==> src/rtl/kitchen_timer_ctrl.sv <==
// kitchen_timer_ctrl: mm:ss countdown sequencer (load, 1 Hz BCD decrement, start/pause/clear), BCD display outputs.
// Optional DONE auto-clear after ALARM_SECS seconds when KITCHEN_TIMER_ALARM_TIMEOUT_EN is defined.
module kitchen_timer_ctrl #(
  parameter int CLK_HZ     = 100000000,
  parameter int ALARM_SECS = 10
) (
  input  logic        clk,
  input  logic        rst_n,
  input  logic [12:0] in,
  input  logic        start,
  input  logic        pause,
  input  logic        clear,
  output logic [7:0]  min_bcd,
  output logic [7:0]  sec_bcd,
  output logic        running,
  output logic        paused,
  output logic        timeUp,
  output logic        tick
);
  localparam int PW = $clog2(CLK_HZ);
  typedef enum logic [1:0] {IDLE, RUN, PAUSE, DONE} state_t;
  state_t        state_q;
  logic [PW-1:0] pre_q;
  logic [15:0]   cnt_q;
  logic          running_q, paused_q, time_up_q, tick_q;
  logic [6:0]    min_clamp;
  logic [5:0]    sec_clamp;
  logic [15:0]   load_d, dec_d;
  logic          load_ok, pre_last, dec_zero;
  logic          s0_borrow, s1_borrow, m0_borrow;
`ifdef KITCHEN_TIMER_ALARM_TIMEOUT_EN
  localparam int AW = $clog2(ALARM_SECS + 1);
  logic [AW-1:0] alarm_q;
`else
  logic unused_alarm;
  assign unused_alarm = ALARM_SECS != 0;
`endif

  // Clamp the preset switches to 99:59 and convert to BCD for loading
  always_comb begin
    min_clamp = (in[12:6] > 7'd99) ? 7'd99 : in[12:6];
    sec_clamp = (in[5:0] > 6'd59) ? 6'd59 : in[5:0];
    load_d    = {4'(min_clamp / 7'd10), 4'(min_clamp % 7'd10), 4'(sec_clamp / 6'd10), 4'(sec_clamp % 6'd10)};
    load_ok   = (min_clamp != 7'd0) || (sec_clamp != 6'd0);
  end

  // One-second BCD decrement, borrow rippling seconds ones -> tens -> minutes
  always_comb begin
    s0_borrow    = cnt_q[3:0] == 4'd0;
    s1_borrow    = s0_borrow && (cnt_q[7:4] == 4'd0);
    m0_borrow    = s1_borrow && (cnt_q[11:8] == 4'd0);
    dec_d[3:0]   = s0_borrow ? 4'd9 : cnt_q[3:0] - 4'd1;
    dec_d[7:4]   = s0_borrow ? ((cnt_q[7:4] == 4'd0) ? 4'd5 : cnt_q[7:4] - 4'd1) : cnt_q[7:4];
    dec_d[11:8]  = s1_borrow ? ((cnt_q[11:8] == 4'd0) ? 4'd9 : cnt_q[11:8] - 4'd1) : cnt_q[11:8];
    dec_d[15:12] = m0_borrow ? ((cnt_q[15:12] == 4'd0) ? 4'd9 : cnt_q[15:12] - 4'd1) : cnt_q[15:12];
    dec_zero     = dec_d == 16'd0;
    pre_last     = pre_q == PW'(CLK_HZ - 1);
  end

  // Controller FSM: state, count, prescaler and all status outputs are registered here
  always_ff @(posedge clk or negedge rst_n) begin
    if (!rst_n) begin
      state_q   <= IDLE;
      pre_q     <= '0;
      cnt_q     <= '0;
      running_q <= 1'b0;
      paused_q  <= 1'b0;
      time_up_q <= 1'b0;
      tick_q    <= 1'b0;
`ifdef KITCHEN_TIMER_ALARM_TIMEOUT_EN
      alarm_q   <= '0;
`endif
    end else begin
      tick_q <= 1'b0;
      if (clear) begin
        state_q <= IDLE;
        pre_q   <= '0;
        cnt_q   <= '0;
        {running_q, paused_q, time_up_q} <= 3'b000;
`ifdef KITCHEN_TIMER_ALARM_TIMEOUT_EN
        alarm_q <= '0;
`endif
      end else begin
        case (state_q)
          RUN: begin
            pre_q <= pre_last ? '0 : pre_q + 1'b1;
            if (pre_last) begin
              cnt_q  <= dec_d;
              tick_q <= 1'b1;
            end
            if (pre_last && dec_zero) begin
              state_q <= DONE;
              {running_q, paused_q, time_up_q} <= 3'b001;
`ifdef KITCHEN_TIMER_ALARM_TIMEOUT_EN
              alarm_q <= '0;
`endif
            end else if (pause) begin
              state_q <= PAUSE;
              {running_q, paused_q, time_up_q} <= 3'b010;
            end
          end
          PAUSE: begin
            if (pause || start) begin
              state_q <= RUN;
              {running_q, paused_q, time_up_q} <= 3'b100;
            end
          end
          IDLE, DONE: begin
            if (start && load_ok) begin
              state_q <= RUN;
              pre_q   <= '0;
              cnt_q   <= load_d;
              {running_q, paused_q, time_up_q} <= 3'b100;
            end
`ifdef KITCHEN_TIMER_ALARM_TIMEOUT_EN
            else if (state_q == DONE) begin
              pre_q <= pre_last ? '0 : pre_q + 1'b1;
              if (pre_last) alarm_q <= alarm_q + 1'b1;
              if (pre_last && alarm_q == AW'(ALARM_SECS - 1)) begin
                state_q <= IDLE;
                alarm_q <= '0;
                {running_q, paused_q, time_up_q} <= 3'b000;
              end
            end
`endif
          end
          default: state_q <= IDLE;
        endcase
      end
    end
  end

  assign min_bcd = cnt_q[15:8];
  assign sec_bcd = cnt_q[7:0];
  assign running = running_q;
  assign paused  = paused_q;
  assign timeUp  = time_up_q;
  assign tick    = tick_q;
endmodule

==> config.mk <==
export PLATFORM = sky130hd
export DESIGN_NAME = kitchen_timer_ctrl
export DESIGN_NICKNAME = d
export VERILOG_FILES = /design/src/rtl/kitchen_timer_ctrl.sv
export SDC_FILE = /design/constraint.sdc
export NUM_CORES = 1
export LEC_CHECK = 0
export CORE_UTILIZATION = 58
export CTS_CLUSTER_SIZE = 20
export DETAILED_ROUTE_END_ITERATION = 6
export PLACE_DENSITY = 0.81
export SLEW_MARGIN = 10
export SYNTH_ARGS = -nofsm -noshare
export SYNTH_HDL_FRONTEND = slang
export SYNTH_SLANG_ARGS = --single-unit
==> constraint.sdc <==
create_clock -name clk -period 3.25 [get_ports clk]
set_input_delay 0.975 -clock clk [delete_from_list [all_inputs] [get_ports clk]]
set_output_delay 0.975 -clock clk [all_outputs]
set_load 0.1 [all_outputs]
======== Word-level counts from Yosys, hierarchy flattened ========
Index checks and enable logic that the tools add are counted.
word-level totals
  bits of input ports ..................... 18
  register bits after elaboration ......... 49
operators by class
  div/mod/pow operators ................... 4
  magnitude comparators ................... 2
  muxes and demuxes ....................... 41
  reduce and logical (&&, ||, !) cells .... 19
  equality and inequality tests ........... 8
  $add $sub $neg .......................... 5
operator list
  kind                                              number
  two-way mux 27 bit                                3
  one-hot mux 27 bit (2 select lines)               1
  two-way mux 16 bit                                3
  one-hot mux 16 bit (2 select lines)               1
  two-way mux 4 bit                                 7
  adder 27 x 1 -> 27 bit, second input constant     1
  equality test 27 bit, second input constant       1
  zero test 16 bit                                  1
  zero test 4 bit                                   4
  subtractor 4 x 1 -> 4 bit, second input constant  4
  two-way mux 1 bit                                 15
  two-way mux 2 bit                                 5
  != test 3 bit, second input constant              3
  one-hot mux 1 bit (3 select lines)                3
  divider 7 x 4 -> 7 bit, second input constant     1
  > comparator 7 bit, second input constant         1
  modulo 7 x 4 -> 7 bit, second input constant      1
  two-way mux 7 bit                                 1
  nonzero test 7 bit                                1
  divider 6 x 4 -> 6 bit, second input constant     1
  > comparator 6 bit, second input constant         1
  modulo 6 x 4 -> 6 bit, second input constant      1
  two-way mux 6 bit                                 1
  one-hot mux 2 bit (3 select lines)                1
  11 further kinds                                  17

======== Longest topological paths before layout ========
Gate-level depths: netlist of the first run.
  depth in word-level cells ............... 9
  mapped depth ............................ 16
  gate-level depth less buffers ........... 14

======== Least setup slack after synthesis of the first run ========
OpenSTA, ideal clock, no wires.
  path kind ............................... input-to-reg
  start ................................... input port in[12]
  end ..................................... register cnt_q[10]
  stages on the path ...................... 16
  buffers on the path ..................... 2
  arrival ................................. 3.739 ns
  required time ........................... 3.164 ns
  library setup time ...................... 0.086 ns
  path slack .............................. -0.574 ns
  path through ............................ clkbuf_1 > nand2_1 > and2_1 > ha_1 > or2_0 > clkbuf_1 > nor4b_1 > nor3_1 > a31oi_1 > o21ai_0 > o21a_1 > ha_1 > o31ai_1 > a21bo_2 > mux2_2 > a32oi_1
between the ends
  cells in the longest elaborated chain, start to end .. 7
  elaborated cells on any way between the ends .. 11
  those cells by class .................... div (1); order compare (1); eq/ne (1); mux (4); reduce/logical (4)
RTL lines
  what                                                                           line  text
  from (decl)                                                                    9     input logic [12:0] in,
  > comparator 7 bit                                                             41    min_clamp = (in[12:6] > 7'd99) ? 7'd99 : in[12:6];
  two-way mux 7 bit *                                                            41
  parallel branches: the longest is 5 deep, another holds modulo 7 x 4 -> 7 bit  -
  to (signal assigned)                                                           112   cnt_q <= load_d;
  to (decl)                                                                      24    logic [15:0] cnt_q;
Mark *: on every way between the ends. The select of a mux whose other input is x is not followed.
A chain may end at the register's enable or synchronous reset.

======== Worst setup path after layout of the first run ========
  start ................................... input port in[9]
  end ..................................... register cnt_q[10]
Same word-level chain as after synthesis.

==> metrics, run 1 <==
status complete, no violations; worst-case reg-to-reg path depth 9; CP Capture Point cnt_q[10]; CP bufs+invs 1; die area 6800 um^2; Yosys cell types 67; Post-Syn Area 3760 um^2; max-cap violations 0; Skew-Pair Late Insertion Delay 0.31 ns; launch point of the worst reg-to-reg path pre_q[0]; syn avg cell area 7.73 um^2; Yosys top cell by area dfrtp_1; Post-synth ARST share 100%; Core ar. 6100 um^2; Worst Hold Depth 1; Placed Cells 626; syn_nets 514; vias in the first global route 3504; f_max 315 MHz; critical path peak fanout 6; ratio of cells with drive above 1 in the final layout 22.2%; Slew @ Worst Pin 0.680 ns; H-tree depth 2; hold path startpoint pre_q[26]; Ports 38; clk_skew 0.00874 ns; relative slew slack 54.2%; CTS tree built; Worst setup SP type input port; Cell Count, Final, Fillers Out 637; setup TNS 0 ns; minimum clock period after layout 3.18 ns; Die H 82.5 um; period utilisation layout 97.8%; WL per Instance 15.8 um; Post-DRT Antenna Nets 0; WP data arrival 3.41 ns; CTS max path bufs 2; Ant. Diodes 0; Slowest-stage cell, CP mux2_2; overall die width 82.5 um; Final Setup Violations 0; initial antenna violation count 0; Post-synth EDFFs 0; Critical Path Max Stage Delay 0.33 ns; DRT iter0 DRCs 233; number of synthesized register bits 49; vias per cell 6.29; NumNets Final 589; Top delay family on crit path compound AO/OA/AOI/OAI gates; sequential share of the synthesized area 32.6%; area grow syn2layout 25.3%; DR vias 4007; area of the multi-input gates 2430 um^2; routability cong. 0.839; Worst-path clk slew 0.09 ns; min-delay worst type reg -> reg; ranking of synthesized cells by area dfrtp_1 (33%), o21ai_0 (9.3%), nor2_1 (5.1%), nand2_1 (4.8%), ha_1 (3.3%); Cell Pwr Density 683 nW/um^2; gr usage total 31.0%; crit path kind in -> reg; Final Slew Violations 0; WL final 10100 um; register area 1230 um^2; Pre-antenna DRT Iters 5; clock sink total 49; TritonCTS Buffers 5; count leader, synth o21ai_0; initial core utilization 61.6%; cells after synthesis 486; Synth Warn # 0; Setup crit end kind flop; Final Hold Viols 0; Worst Setup SP in[9]; Max IR drop VDD 0.954 mV; hold_buf cts 0; num rows 28; largest net degree at the start of global routing 27; Fillers 453; CP Cell Sequence dlygate4sd2_1 -> and2_4 -> ha_4 -> or2_4 -> o221ai_2 -> nand4_1 -> o21a_1 -> ha_2 -> o31ai_1 -> a21bo_2 -> mux2_2 -> a32oi_1; Post-DP HPWL 7370 um; number of remaining DRC errors 0; Crit path required time 3.48 ns; RSZ-0062 raised after global routing true; grt total ovfl 0; Synth top area share 32.6%; root buf cell clkbuf_8; first-pass GRT wire length 16200 um; flop-to-flop setup slack 0.33 ns; top post-synthesis cells by count o21ai_0 (70), nor2_1 (51), dfrtp_1 (49); R2R Path End state_q[1]; Crit path depth 12; Post-synth top flop dfrtp_1; Buffers on Ports 37; P_leak 2.04 nW
## worst min path at each step
stage                 to  slack [ns]
5_1_grt        pre_q[26]        0.52
3_3_place_gp   pre_q[26]        0.49
4_1_cts        pre_q[26]        0.50
2_1_floorplan  pre_q[26]        0.44
6_report       pre_q[26]        0.51
3_5_place_dp   pre_q[26]        0.48
## layout by cell type, fill, tap and decap left out, drive strengths merged, types with 7 or more instances in the layout
cell	count
nand4	13
a21oi	20
nand2b	10
inv	16
nor2b	13
nand2	48
clkbuf	7
nor3	13
a31oi	14
o21ai	72
nor2	52
buf	82
nor4	10
nand3	14
ha	10
dfrtp	49
o31ai	13
clkdlybuf4s50	10
## final cells by class
class                      instances  area share [%]
multi-input combinational        391            51.6
sequential                        49            26.0
timing repair buffer              97            16.4
tap                               75            1.99
clock buffer                       6            1.75
inverter                          17            1.36
clock inverter                     2           0.797
## layer usage
metal	up-vias	global-route usage, %	part of all wire, %
li1	1950	-	-
met1	1907	44.7	47
met2	138	48.6	46
met3	12	4.51	5.8
met4	0	8.07	1.0
met5	-	0	0
## worst register-to-register path, stage by stage, from the launching register on
cell,delay (ns)
dfrtp_1,0.43
ha_1,0.26
nand4_1,0.18
or3_1,0.41
or3_1,0.36
buf_4,0.19
nor4_2,0.59
o31ai_1,0.17
nand2_1,0.09
o221ai_1,0.11
## cell families after synthesis
family,synth area share [%]
and+or+nand+nor,28.8
AOI/OAI and AO/OA,27.3
DFF,32.6
buffers and inverters,5.06
adders and majority gates,3.33
muxes,1.70
xor gates and xnor gates,1.17
## timing repair
item                                    4_1_cts  5_1_grt
endpoints found under the setup margin        5        5
buffers inserted                              2        1
pin swaps                                     4        5
resized for setup                             9        9
## report_power, final
group	leakage (nW)	switching (W)	total, W	internal [W]
Combinational	1.32	0.00129	0.00192	0.000633
Sequential	0.672	0.000136	0.000832	0.000696
Clock	0.0574	0.000212	0.000463	0.000250
## through the flow
| stage | util (%) | hold slack [ns] | instance area (um^2) | power, W | setup WS (ns) |
|---|---|---|---|---|---|
| 3_5_place_dp | 74.6 | 0.483 | 4550 | 0.00274 | -0.732 |
| 6_report | 77.2 | 0.506 | 4710 | 0.00322 | 0.0717 |
| 4_1_cts | 76.9 | 0.500 | 4690 | 0.00320 | 0.000129 |
| 5_1_grt | 77.2 | 0.524 | 4710 | 0.00339 | -0.0379 |
| 3_3_place_gp | 74.6 | 0.488 | 4550 | 0.00268 | -0.631 |
| 2_1_floorplan | - | 0.442 | 3870 | 0.00223 | -0.109 |
## sequential cells by signal, indices dropped and copies added, names as in the netlist
signal,cells
paused,1
state_q,2
pre_q,27
tick,1
running,1
cnt_q,16
timeUp,1
(Power assumes the default switching activity.)
==> inputs of run 2 (changes only) <==
--- a/config.mk
+++ b/config.mk
@@ -5,10 +5,10 @@
 export SDC_FILE = /design/constraint.sdc
 export NUM_CORES = 1
 export LEC_CHECK = 0
-export CORE_UTILIZATION = 58
+export CORE_UTILIZATION = 60
 export CTS_CLUSTER_SIZE = 20
 export DETAILED_ROUTE_END_ITERATION = 6
-export PLACE_DENSITY = 0.81
+export PLACE_DENSITY = 0.83
 export SLEW_MARGIN = 10
 export SYNTH_ARGS = -nofsm -noshare
 export SYNTH_HDL_FRONTEND = slang
==> constraint.sdc (replaced) <==
create_clock -name clk -period 4.13 [get_ports clk]
set_input_delay 1.239 -clock clk [delete_from_list [all_inputs] [get_ports clk]]
set_output_delay 1.239 -clock clk [all_outputs]
set_load 0.1 [all_outputs]
==> run 2 against run 1 <==
Largest power group unchanged. Critical endpoint unchanged. Routed wire length fell by 4.7%. Combinational power fell by 24%. Register-to-register slack improved by 0.86 ns. Critical path type unchanged. Via count fell by 2.7%. Power fell by 23%.
==> metrics, run 2 (same netlist as run 1, synthesis figures left out) <==
most frequent cells in the layout o21ai_0 (69), nor2_1 (51), dfrtp_1 (49), nand2_1 (48), clkdlybuf4s50_1 (34); combinational power share 58.5%; DRT iter0 DRCs 392; initial core utilization 62.7%; Final Worst Setup Slack 0.229 ns; f_max 256 MHz; period utilisation layout 94.5%; Slowest-stage cell, CP clkdlybuf4s50_1; Final Slew Violations 0; hold path startpoint pre_q[15]; DR vias 3900; sequential fraction of design power 26.5%; Buffers on Ports 37; WL final 9590 um; H-tree depth 2; root buf cell clkbuf_8; Post-DRT Antenna Nets 0; num rows 28; switching power 0.00127 W; WHS 0.518 ns; clock power share 15.0%; launch point of the worst reg-to-reg path cnt_q[0]; NumNets Final 555; Cell Pwr Density 560 nW/um^2; Critical Path Max Stage Delay 0.47 ns; relative slew slack 21.2%; critical path peak fanout 4; ratio of cells with drive above 1 in the final layout 11.2%; clock sink total 49; Max IR drop VDD 0.659 mV; clk_skew 0.00403 ns; Placed Cells 595; vias per cell 6.47; die area 6580 um^2; gr usage total 30.3%; P_leak 1.80 nW; crit path kind in -> reg; most common cell after layout, fill and taps aside o21ai_0; overall die width 81.1 um; Worst-path clk slew 0.09 ns; area of the multi-input gates 2360 um^2; Largest regs pre_q x27, cnt_q x16, state_q x2; routability cong. 0.896; Skew-Pair Late Insertion Delay 0.31 ns; max reg flops 27; max-cap violations 0; grt total ovfl 0; register area 1230 um^2; Switching Fraction 51.5%; Core ar. 5990 um^2; Pre-antenna DRT Iters 5; final design utilization 73.7%; Post-DP HPWL 6800 um; CTS tree built; Setup crit end kind flop; Worst Setup SP in[12]; minimum clock period after layout 3.90 ns; WP data arrival 4.14 ns; WL per Instance 15.9 um; status complete, no violations; hold_buf cts 0; Cell Count, Final, Fillers Out 603; Final Setup Violations 0; Biggest register pre_q; Final Hold Viols 0; largest net degree at the start of global routing 40; Worst setup SP type input port; Ports 38; TritonCTS Buffers 5; Slew @ Worst Pin 1.18 ns; initial antenna violation count 0; first-pass GRT wire length 15600 um; number of remaining DRC errors 0; Crit path required time 4.36 ns; pre-CTS setup slack -0.122 ns; CP Cell Sequence clkdlybuf4s50_1 -> buf_4 -> inv_1 -> a21boi_0 -> ha_1 -> or2_1 -> buf_4 -> o22a_1 -> nand4_1 -> o21a_1 -> ha_1 -> o31ai_1 -> a21bo_2 -> mux2_2 -> a32oi_1; vias in the first global route 3421; Internal 0.00120 W; min-delay worst type reg -> reg; Die H 81.1 um; area grow syn2layout 17.6%; Fillers 439; Ant. Diodes 0; CTS max path bufs 2
==> run 2: cell count changes in the layout (fill, tap and decap cells not counted), moves of 2 or more <==
| cell | previous run | this run |
|---|---|---|
| buf_4 | 78 | 28 |
| dlymetal6s2s_1 | 2 | 0 |
| ha_1 | 8 | 10 |
| clkdlybuf4s50_1 | 10 | 34 |
| dlygate4sd2_1 | 2 | 0 |
==> run 2: final cells by class <==
class / instances / area share [%]
Sequential cell: 49 / 27.8
Timing Repair Buffer: 63 / 12.6
Multi-Input combinational cell: 391 / 53.4
Clock buffer: 6 / 1.87
Tap cell: 75 / 2.12
Inverter: 17 / 1.44
Clock inverter: 2 / 0.850
==> run 2: layer usage <==
layer	up-vias	track usage, %	part of all wire, %
met5	-	0	0
met4	0	6.96	0.81
met3	9	4.94	5.6
met2	145	47.1	46
met1	1867	43.9	47
li1	1879	-	-
==> run 2: metrics by stage <==
step	setup TNS, ns	cell area, um^2	power [W]
floorplan	0	3760	0.00174
global placement	-0.0210	4280	0.00206
detailed placement	-0.271	4280	0.00209
CTS	0	4400	0.00246
global route	-0.00464	4420	0.00260
finish	0	4420	0.00247
==> run 2: final timing paths <==
path | slack (ns) | to | depth (start not counted)
max in group asynchronous | 2.37 | pre_q[10] | 2
setup reg to reg | 1.19 | state_q[1] | 10
setup / recovery | 0.23 | cnt_q[10] | 15
min in group asynchronous | 1.06 | running | 1
hold reg to reg | 0.52 | pre_q[15] | 1
hold / removal | 0.52 | pre_q[15] | 1
==> run 2: critical path: cells and delay by family <==
kind	cells	cell delay (ns)
adders and majority gates	2	0.42
muxes	1	0.32
AOI/OAI and AO/OA	6	1.03
and+or+nand+nor	2	0.35
buffers and inverters	4	0.78
==> run 2: power by group through the flow <==
stage          clock network, W  logic, W  registers [W]
6_report               0.000370   0.00145       0.000655
5_1_grt                0.000384   0.00155       0.000665
4_1_cts                0.000368   0.00144       0.000652
3_5_place_dp                  0   0.00143       0.000659
3_3_place_gp                  0   0.00140       0.000658
2_1_floorplan                 0  0.000675        0.00107
==> run 2: timing repair <==
item,4_1_cts,5_1_grt
resized for setup,0,5
setup endpoints to repair,0,3
setup buffers,0,0
==> inputs of run 3 (changes only) <==
--- a/config.mk
+++ b/config.mk
@@ -8,7 +8,9 @@
 export CORE_UTILIZATION = 60
 export CTS_CLUSTER_SIZE = 20
 export DETAILED_ROUTE_END_ITERATION = 6
+export GPL_ROUTABILITY_DRIVEN = 0
 export PLACE_DENSITY = 0.83
+export RECOVER_POWER = 100
 export SLEW_MARGIN = 10
 export SYNTH_ARGS = -nofsm -noshare
 export SYNTH_HDL_FRONTEND = slang
==> run 3 against run 2 <==
Non-clock buffer count decreased by 1. Count of clock-buffer cells in the layout did not move. Hold slack worse by 0.0049 ns. Largest power group unchanged. The flow now finishes with violations (capacitance limit, slew limit). Cell count fell by 0.17%. Final area is 2.0% lower. Register-to-register slack worse by 0.28 ns. Via count is 1.4% lower. Power down 4.4%. Maximum frequency shrank 0.66%. Critical path type unchanged.
==> metrics, run 3 (same netlist as run 1, synthesis figures left out) <==
Post-CTS Setup Inserts 0; period utilisation layout 95.1%; DRT iter0 DRCs 305; Slew @ Worst Pin 1.51 ns; Buffers on Ports 37; Crit path required time 4.36 ns; Skew-Pair Late Insertion Delay 0.30 ns; overall die width 81.1 um; Core ar. 5990 um^2; initial core utilization 62.7%; register area 1230 um^2; Largest regs pre_q x27, cnt_q x16, state_q x2; num rows 28; root buf cell clkbuf_8; number of remaining DRC errors 0; Post-DP HPWL 6940 um; met2 usage 48.8%; Post-DRT Antenna Nets 0; crit path kind in -> reg; Biggest register pre_q; relative slew slack -0.989%; GR Util met1 43.7%; WL final 9690 um; gr usage total 30.7%; TritonCTS Buffers 5; failing checks capacitance limit, slew limit; clock sink total 49; max reg flops 27; Ant. Diodes 0; first-pass GRT wire length 15900 um; Worst-path clk slew 0.09 ns; Final Hold Viols 0; Cell Count, Final, Fillers Out 602; Ports 38; Max IR drop VDD 0.689 mV; Setup crit end kind flop; vias in the first global route 3425; min-delay worst type reg -> reg; CTS max path bufs 2; clk_skew 0.0106 ns; pre-CTS setup slack -0.144 ns; Final Slew Violations 29; WP data arrival 4.16 ns; Pre-antenna DRT Iters 5; Die H 81.1 um; most frequent cells in the layout o21ai_0 (69), nor2_1 (51), dfrtp_1 (49), nand2_1 (48); post-route cell area 4330 um^2; minimum clock period after layout 3.93 ns; DR vias 3846; Final Setup Violations 0; final design utilization 72.2%; PnR Total Power 0.00236 W; Worst setup SP type input port; RSZ-0062 raised after global routing false; vias per cell 6.39; Final Worst Setup Slack 0.203 ns; critical path peak fanout 3; max-cap violations 1; die area 6580 um^2; f_max 255 MHz; CTS tree built; grt total ovfl 0; cell area after placement 4270 um^2; grt met3 use 4.61%; P_leak 1.79 nW; initial antenna violation count 0; ratio of cells with drive above 1 in the final layout 8.54%; status finished, violations left; grt peak-use layer met2; NumNets Final 554; Cell Pwr Density 546 nW/um^2; largest net degree at the start of global routing 29; area grow syn2layout 15.2%; Fillers 494; most common cell after layout, fill and taps aside o21ai_0; H-tree depth 2; area of the multi-input gates 2330 um^2; WL per Instance 16.1 um; Placed Cells 594
## run 3: cell types whose count changed in the layout (fill, tap and decap cells not counted), sizes merged
| cell | before | now |
|---|---|---|
| clkdlybuf4s50 | 34 | 14 |
| dlygate4sd3 | 0 | 20 |
| buf | 29 | 18 |
| clkbuf | 6 | 16 |
| clkinv | 1 | 3 |
| bufinv | 1 | 0 |
| clkinvlp | 1 | 0 |
## run 3: power by group
part	internal (W)	switching (W)	total [W]
Sequential	0.000548	0.000105	0.000652
Combinational	0.000413	0.000994	0.00141
Clock	0.000136	0.000167	0.000303
Total	0.00110	0.00127	0.00236
## run 3: through the flow
stage / TNS [ns] / hold slack, ns
floorplan: 0 / 0.442
global placement: -0.0630 / 0.483
detailed placement: -0.435 / 0.500
CTS: 0 / 0.509
global route: 0 / 0.542
finish: 0 / 0.514
## run 3: path summary, 6_finish.rpt
check	start	to	slack, ns	cells after the start
min reg2reg	pre_q[26]	pre_q[26]	0.51	1
max in group asynchronous	rst_n	cnt_q[2]	1.07	2
min in group asynchronous	rst_n	cnt_q[11]	1.28	1
max	in[12]	cnt_q[10]	0.20	14
max reg2reg	pre_q[0]	cnt_q[9]	0.91	10
min	pre_q[26]	pre_q[26]	0.51	1
## run 3: cell type report
cell class                 count  share of cell area (%)
clock buffer                   6                    1.91
timing repair buffer          62                    11.9
sequential                    49                    28.3
tap                           75                    2.17
clock inverter                 2                   0.318
multi-input combinational    391                    53.9
inverter                      17                    1.47
## run 3: critical path, cell delays in order
cell             delay [ns]
clkdlybuf4s50_1        0.48
buf_4                  0.11
inv_1                  0.04
a21boi_0               0.20
ha_1                   0.29
nor2b_1                0.14
o21ai_0                0.27
nand4_1                0.22
o21a_1                 0.23
ha_1                   0.20
o31ai_1                0.07
a21bo_2                0.17
mux2_2                 0.32
a32oi_1                0.18
## run 3: per-layer routing
layer	share of wire, %	vias to the layer above
li1	-	1872
met1	48	1831
met2	46	133
met3	5.3	10
met4	0.91	0
met5	0	-
## run 3: what timing repair did
item                       4_1_cts  5_1_grt
resized for setup                0        1
hold buffers                     0        0
hold endpoints to repair         0        0
setup endpoints to repair        0        3
